**src/rtl/avst_frame_tx.sv**
```systemverilog
// avst_frame_tx: turns a sensor fval/lval/data bus into fixed-size Avalon-ST frames, repairing and flagging malformed input.
// Define AVST_TX_PAD_EN to pad short lines/frames to full size; undefined, short frames are closed by a single PAD_VALUE eop beat.
module avst_frame_tx #(
    parameter int                    DATA_WIDTH   = 16,
    parameter int                    FRAME_WIDTH  = 640,
    parameter int                    FRAME_HEIGHT = 512,
    parameter logic [DATA_WIDTH-1:0] PAD_VALUE    = '0,
    parameter int                    LINE_GAP     = 4
) (
    input  logic                  clk,
    input  logic                  reset_n,
    input  logic                  sen_fval,
    input  logic                  sen_lval,
    input  logic [DATA_WIDTH-1:0] sen_data,
    output logic                  source_valid,
    output logic                  source_sop,
    output logic                  source_eop,
    output logic [DATA_WIDTH-1:0] source_data,
    output logic                  frame_err,
    output logic [15:0]           frame_cnt
);
    localparam logic [15:0] W16 = 16'(FRAME_WIDTH);
    localparam logic [15:0] H16 = 16'(FRAME_HEIGHT);

    if (LINE_GAP < 1) begin : g_gap_check
        $error("avst_frame_tx: LINE_GAP must be at least 1");
    end

    typedef enum logic [2:0] {
        S_SYNC,
        S_IDLE,
        S_LWAIT,
        S_LINE,
`ifdef AVST_TX_PAD_EN
        S_PAD_L,
        S_PAD_F,
`endif
        S_DONE
    } state_t;

    state_t                r_state;
    logic [15:0]           r_pix_cnt;
    logic [15:0]           r_line_cnt;
    logic                  r_err_flag;
    logic                  r_fval_d;
    logic                  r_lval_d;
    logic                  r_valid;
    logic                  r_sop;
    logic                  r_eop;
    logic [DATA_WIDTH-1:0] r_data;
    logic                  r_err;
    logic [15:0]           r_frame_cnt;
`ifdef AVST_TX_PAD_EN
    logic [15:0]           r_gap_cnt;
    logic [15:0]           w_gap_next;
`endif

    state_t                w_state_next;
    logic [15:0]           w_pix_next;
    logic [15:0]           w_line_next;
    logic                  w_err_flag_next;
    logic                  w_valid_next;
    logic                  w_sop_next;
    logic                  w_eop_next;
    logic [DATA_WIDTH-1:0] w_data_next;
    logic                  w_err_next;
    logic                  w_fwd;
    logic                  w_pad;
    logic                  w_pad_line;
    logic                  w_line_done;
    logic                  w_abort;

    // IDLE leaves stale counts behind; treat them as zero so a frame can start on the first IDLE cycle
    logic [15:0] w_pix_cur;
    logic [15:0] w_line_cur;
    logic        w_fval_rise;
    logic        w_lval_rise;
    logic        w_pix_last;
    logic        w_line_last;
    logic        w_lwait_act;

    assign w_pix_cur   = (r_state == S_IDLE) ? 16'd0 : r_pix_cnt;
    assign w_line_cur  = (r_state == S_IDLE) ? 16'd0 : r_line_cnt;
    assign w_fval_rise = sen_fval & ~r_fval_d;
    assign w_lval_rise = sen_lval & ~r_lval_d;
    assign w_pix_last  = ((w_pix_cur + 16'd1) == W16);
    assign w_line_last = ((w_line_cur + 16'd1) == H16);
    assign w_lwait_act = (r_state == S_LWAIT) || ((r_state == S_IDLE) && w_fval_rise);

    always_comb begin
        w_state_next    = r_state;
        w_pix_next      = r_pix_cnt;
        w_line_next     = r_line_cnt;
        w_err_flag_next = r_err_flag;
        w_err_next      = 1'b0;
        w_fwd           = 1'b0;
        w_pad           = 1'b0;
        w_pad_line      = 1'b0;
        w_line_done     = 1'b0;
        w_abort         = 1'b0;
`ifdef AVST_TX_PAD_EN
        w_gap_next      = r_gap_cnt;
`endif
        unique case (r_state)
            S_SYNC: begin
                if (!sen_fval) w_state_next = S_IDLE;
            end
            S_IDLE, S_LWAIT: begin
                if ((r_state == S_IDLE) && w_fval_rise) begin
                    w_state_next    = S_LWAIT;
                    w_line_next     = 16'd0;
                    w_pix_next      = 16'd0;
                    w_err_flag_next = 1'b0;
                end
                if (w_lwait_act) begin
                    if (!sen_fval) begin
                        w_err_next = 1'b1;
`ifdef AVST_TX_PAD_EN
                        w_state_next = S_PAD_F;
                        w_gap_next   = 16'd0;
`else
                        w_abort      = 1'b1;
                        w_state_next = S_IDLE;
`endif
                    end else if (w_lval_rise) begin
                        w_fwd           = 1'b1;
                        w_pix_next      = w_pix_cur + 16'd1;
                        w_err_flag_next = 1'b0;
                        w_state_next    = S_LINE;
                    end
                end
            end
            S_LINE: begin
                if (!sen_fval || !sen_lval) begin
                    if (w_pix_cur == W16) begin
                        w_line_done = 1'b1;
                    end else begin
                        w_err_next = 1'b1;
`ifdef AVST_TX_PAD_EN
                        w_pad_line   = 1'b1;
                        w_state_next = S_PAD_L;
`else
                        w_line_done  = 1'b1;
`endif
                    end
                end else if (w_pix_cur == W16) begin
                    if (!r_err_flag) begin
                        w_err_next      = 1'b1;
                        w_err_flag_next = 1'b1;
                    end
                end else begin
                    w_fwd      = 1'b1;
                    w_pix_next = w_pix_cur + 16'd1;
                end
            end
`ifdef AVST_TX_PAD_EN
            S_PAD_L: begin
                w_pad_line = 1'b1;
                if (w_lval_rise) w_err_next = 1'b1;
            end
            S_PAD_F: begin
                if (r_gap_cnt != 16'd0) begin
                    w_gap_next = r_gap_cnt - 16'd1;
                end else begin
                    w_pad = 1'b1;
                    if (w_pix_last) begin
                        w_pix_next  = 16'd0;
                        w_line_next = w_line_cur + 16'd1;
                        if (w_line_last) w_state_next = S_IDLE;
                        else             w_gap_next   = 16'(LINE_GAP);
                    end else begin
                        w_pix_next = w_pix_cur + 16'd1;
                    end
                end
            end
`endif
            S_DONE: begin
                if (!sen_fval) begin
                    w_state_next = S_IDLE;
                end else if (w_lval_rise && !r_err_flag) begin
                    w_err_next      = 1'b1;
                    w_err_flag_next = 1'b1;
                end
            end
            default: w_state_next = S_SYNC;
        endcase

        if (w_pad_line) begin
            w_pad = 1'b1;
            if (w_pix_last) w_line_done = 1'b1;
            else            w_pix_next  = w_pix_cur + 16'd1;
        end
        if (w_line_done) begin
            w_pix_next      = 16'd0;
            w_line_next     = w_line_cur + 16'd1;
            w_err_flag_next = 1'b0;
            w_state_next    = w_line_last ? S_DONE : S_LWAIT;
        end

        w_valid_next = 1'b0;
        w_sop_next   = 1'b0;
        w_eop_next   = 1'b0;
        w_data_next  = '0;
        if (w_fwd || w_pad || w_abort) begin
            w_valid_next = 1'b1;
            w_data_next  = w_fwd ? sen_data : PAD_VALUE;
            w_sop_next   = (w_line_cur == 16'd0) && (w_pix_cur == 16'd0);
            w_eop_next   = w_abort | (w_line_last & w_pix_last);
        end
    end

    always_ff @(posedge clk) begin
        if (!reset_n) begin
            r_state     <= S_SYNC;
            r_pix_cnt   <= 16'd0;
            r_line_cnt  <= 16'd0;
            r_err_flag  <= 1'b0;
            r_fval_d    <= 1'b0;
            r_lval_d    <= 1'b0;
            r_valid     <= 1'b0;
            r_sop       <= 1'b0;
            r_eop       <= 1'b0;
            r_data      <= '0;
            r_err       <= 1'b0;
            r_frame_cnt <= 16'd0;
`ifdef AVST_TX_PAD_EN
            r_gap_cnt   <= 16'd0;
`endif
        end else begin
            r_state     <= w_state_next;
            r_pix_cnt   <= w_pix_next;
            r_line_cnt  <= w_line_next;
            r_err_flag  <= w_err_flag_next;
            r_fval_d    <= sen_fval;
            r_lval_d    <= sen_lval;
            r_valid     <= w_valid_next;
            r_sop       <= w_sop_next;
            r_eop       <= w_eop_next;
            r_data      <= w_data_next;
            r_err       <= w_err_next;
            r_frame_cnt <= r_frame_cnt + {15'd0, w_eop_next};
`ifdef AVST_TX_PAD_EN
            r_gap_cnt   <= w_gap_next;
`endif
        end
    end

    assign source_valid = r_valid;
    assign source_sop   = r_sop;
    assign source_eop   = r_eop;
    assign source_data  = r_data;
    assign frame_err    = r_err;
    assign frame_cnt    = r_frame_cnt;
endmodule

```
**config.mk**
```make
export PLATFORM = sky130hd
export DESIGN_NAME = avst_frame_tx
export DESIGN_NICKNAME = d
export VERILOG_FILES = /design/src/rtl/avst_frame_tx.sv
export SDC_FILE = /design/constraint.sdc
export NUM_CORES = 1
export LEC_CHECK = 0
export BUFFER_PORTS_ARGS = -buffer_cell sky130_fd_sc_hd__buf_4
export CAP_MARGIN = 15
export CORE_MARGIN = 2
export CORE_UTILIZATION = 46
export CTS_CLUSTER_DIAMETER = 200
export DETAILED_ROUTE_END_ITERATION = 16
export PLACE_DENSITY_LB_ADDON = 0.15
export SETUP_SLACK_MARGIN = 0.2
export SLEW_MARGIN = 20
export SYNTH_ARGS = -nofsm -noshare
export SYNTH_HDL_FRONTEND = slang
export SYNTH_SLANG_ARGS = --single-unit
```
**constraint.sdc**
```tcl
create_clock -name clk -period 5.5 [get_ports clk]
set_clock_uncertainty 0.1 [all_clocks]
set_input_delay 0.275 -clock clk [delete_from_list [all_inputs] [get_ports clk]]
set_output_delay 0.275 -clock clk [all_outputs]
set_load 0.01 [all_outputs]
```
==> flow_summary.toml <==
[logic_synthesis]
syn_area_sq_um = 3790
synthTopCellsByCount = "74 x dfxtp_1, 50 x nor2_1, 38 x a21oi_1"
synth.area.top_cells = "dfxtp_1 39%, a21oi_1 5.0%, nor2_1 5.0%"
synth_fp_nets = 485
async_reset_ff_frac = 0
ys_warn_count = 0
synth_edf_count = 0
yosysMostFrequentCell = "dfxtp_1"
synth_top_area_frac = 0.391
yosys.area.top_type = "dfxtp_1"
ys_seq_elements = 74
synth_flop_cell = "dfxtp_1"
ys_seq_area_frac = 0.391
syn_inst = 458
avgSynthCellArea_sq_um = 8.28
synth.distinct_cells = 65

[die]
ios = 56
num_rows = 33
fp.dieW_um = 94.8
start_util = 0.468
core_area_sq_um = 8090
die_area_sq_um = 8980
dieHeight_um = 94.8

[global_route]
grt_start_max_net_pins = 29
grt_overflow = 0
grt_pass1_vias = 3143
track_usage = 0.200
antenna_found_initial = 0
grt_pass1_wl_mm = 14.4

[cts]
cts_made_buffers = 9
clock_tree.root_cell = "clkbuf_8"
clk_path_buf_depth = 2
cts_resized = 0
clock_sinks = 74
clkTransAtPathRegs_ns = 0.08
cts_setup_buffers = 0
clk_latency_ns = 0.35
h-tree-depth = 3
cts_hold_buf = 0
cts_tree = "done"

[pwr]
p_leak_nw = 1.66
switching_power_uw = 238
powerDensity_nw_per_um2 = 239
seqPwrFrac = 0.510
swShare = 0.223
power_frac_clock = 0.443
p_comb_frac = 0.048
vdd_drop_max_mv = 0.151
internal_power_uw = 826

[critical_path]
timing.critical_path.mode_cell = "nand4_1"
critPathMaxStageDelay_ns = 0.62
critPathCaptureType = "flop"
cp.required_ns = 5.62
crit_family = "simple AND/OR/NAND/NOR gates"
criticalPathCategory = "flop to flop"
critPathSlowestCell = "or3b_1"
startpoint_type = "flop"
cp.arrival_ns = 4.56
cp_max_fo = 18
path_cells = "or3b_1 -> nand2_1 -> inv_1 -> ha_1 -> nand2_1 -> nor3_1 -> mux2i_1 -> nand4_1 -> or4b_1 -> o21ai_1 -> ha_1 -> and4_1 -> nand4_1 -> nor2_1 -> nand4_1 -> xor2_1 -> nor2_1"
critical_path_buf_inv_count = 1

[timing]
maxSlewViolCount = 0
hold_viol_final = 0
period_minus_slack_ns = 4.44
tightest_slew_ns = 0.783
rsz0062_at_grt = "false"
timing.slew.headroom = 0.476
max_freq_mhz = 225
period_share = 0.808
setup_viol = 0
holdWs_ns = 0.0266
final.setup.tns_ns = 0

[final_layout]
layout.cells.non_filler = 609
fillerInstances = 785
nNetsFinal = 526
syn_to_final_growth_pct = 17.3
drive_above_1_share = 0.190
n_antenna_cell = 0

[route]
num_vias = 3404
totalWireLength_mm = 8.65
avgViaCountPerCell = 5.59
top_layer = "met4"
wl_per_cell_um = 14.2
wl_met1_mm = 4.09
drtAntennaViolNets = 0
drc = 0
drt_iter0_markers = 184
met3WireLength_um = 470
drt-pass1-iter-count = 4
wl_met2_mm = 3.97

[status]
status = "completed"

[min_path]
hp-class = "input port to flop"

[place]
port_buffers = 55
dpl.hpwl_mm = 6.16
dp_cells = 593
place.gp.congestion = 0.919

[job]
max_cap_violations = 0
metrics by stage:
stage	total power [mW]	worst slack [ns]	area, sq um	utilization
final	1.06	1.06	4450	0.549
after global routing	1.11	0.593	4450	0.549
after CTS	1.08	1.06	4450	0.549
after detailed placement	0.605	1.09	4220	0.521
after global placement	0.605	1.22	4220	0.521
after floorplan	0.586	1.49	3790	-
cell families after synthesis:
kind of cell / Yosys count / synth area share
and+or+nand+nor: 216 / 0.311
muxes: 4 / 0.0106
DFF: 74 / 0.391
adders and majority gates: 7 / 0.0231
xor gates and xnor gates: 22 / 0.0508
buffers and inverters: 38 / 0.0459
AOI/OAI and AO/OA: 97 / 0.168
cell type report:
class | instances | area, sq um | share of cell area
Timing Repair Buffer | 57 | 428 | 0.0963
Tap cell | 105 | 131 | 0.0296
Multi-Input combinational cell | 346 | 2140 | 0.480
Clock inverter | 6 | 90.1 | 0.0203
Inverter | 11 | 41.3 | 0.00929
Clock buffer | 10 | 138 | 0.0310
Sequential cell | 74 | 1480 | 0.333
path summary, 6_finish.rpt:
| path | start | end | slack [ns] | depth (start not counted) |
|---|---|---|---|---|
| worst min register to register | r_pix_cnt[15] | r_pix_cnt[15] | 0.41 | 2 |
| worst min-delay path | sen_data[2] | source_data[2] | 0.03 | 2 |
| worst max-delay path | r_state[2] | frame_cnt[15] | 1.06 | 17 |
| worst max register to register | r_state[2] | frame_cnt[15] | 1.06 | 17 |
sequential cells by signal (all words and copies together), names as in the netlist:
signal,flops
r_line_cnt,16
r_state,3
frame_cnt,16
source_eop,1
source_data,16
source_sop,1
source_valid,1
frame_err,1
r_lval_d,1
r_fval_d,1
r_err_flag,1
r_pix_cnt,16
power by group through the flow:
stage,clock network (mW),registers [mW],logic (mW)
after floorplan,0,0.553,0.0327
after CTS,0.484,0.542,0.0510
after global routing,0.507,0.543,0.0556
after global placement,0,0.554,0.0509
after detailed placement,0,0.555,0.0508
final,0.471,0.542,0.0507
placed cells by master (no fill, tap or decap), types with 5 or more instances in the layout:
cell,count
inv_1,10
dfxtp_1,74
and4_1,5
nor4_1,8
xnor2_1,12
nor2_1,50
a21oi_1,38
or3_1,12
o21ai_2,6
o21ai_0,17
nor3_1,14
clkbuf_8,10
ha_1,7
nand3_1,23
a31oi_1,5
buf_4,57
xor2_1,10
and2_1,22
nand2_1,37
nand4_1,12
per-layer routing:
layer	track usage	vias to the layer above
li1	-	1720
met1	0.269	1592
met2	0.317	82
met3	0.0455	10
met4	0.0628	0
met5	0	-
(Power assumes the default switching activity.)
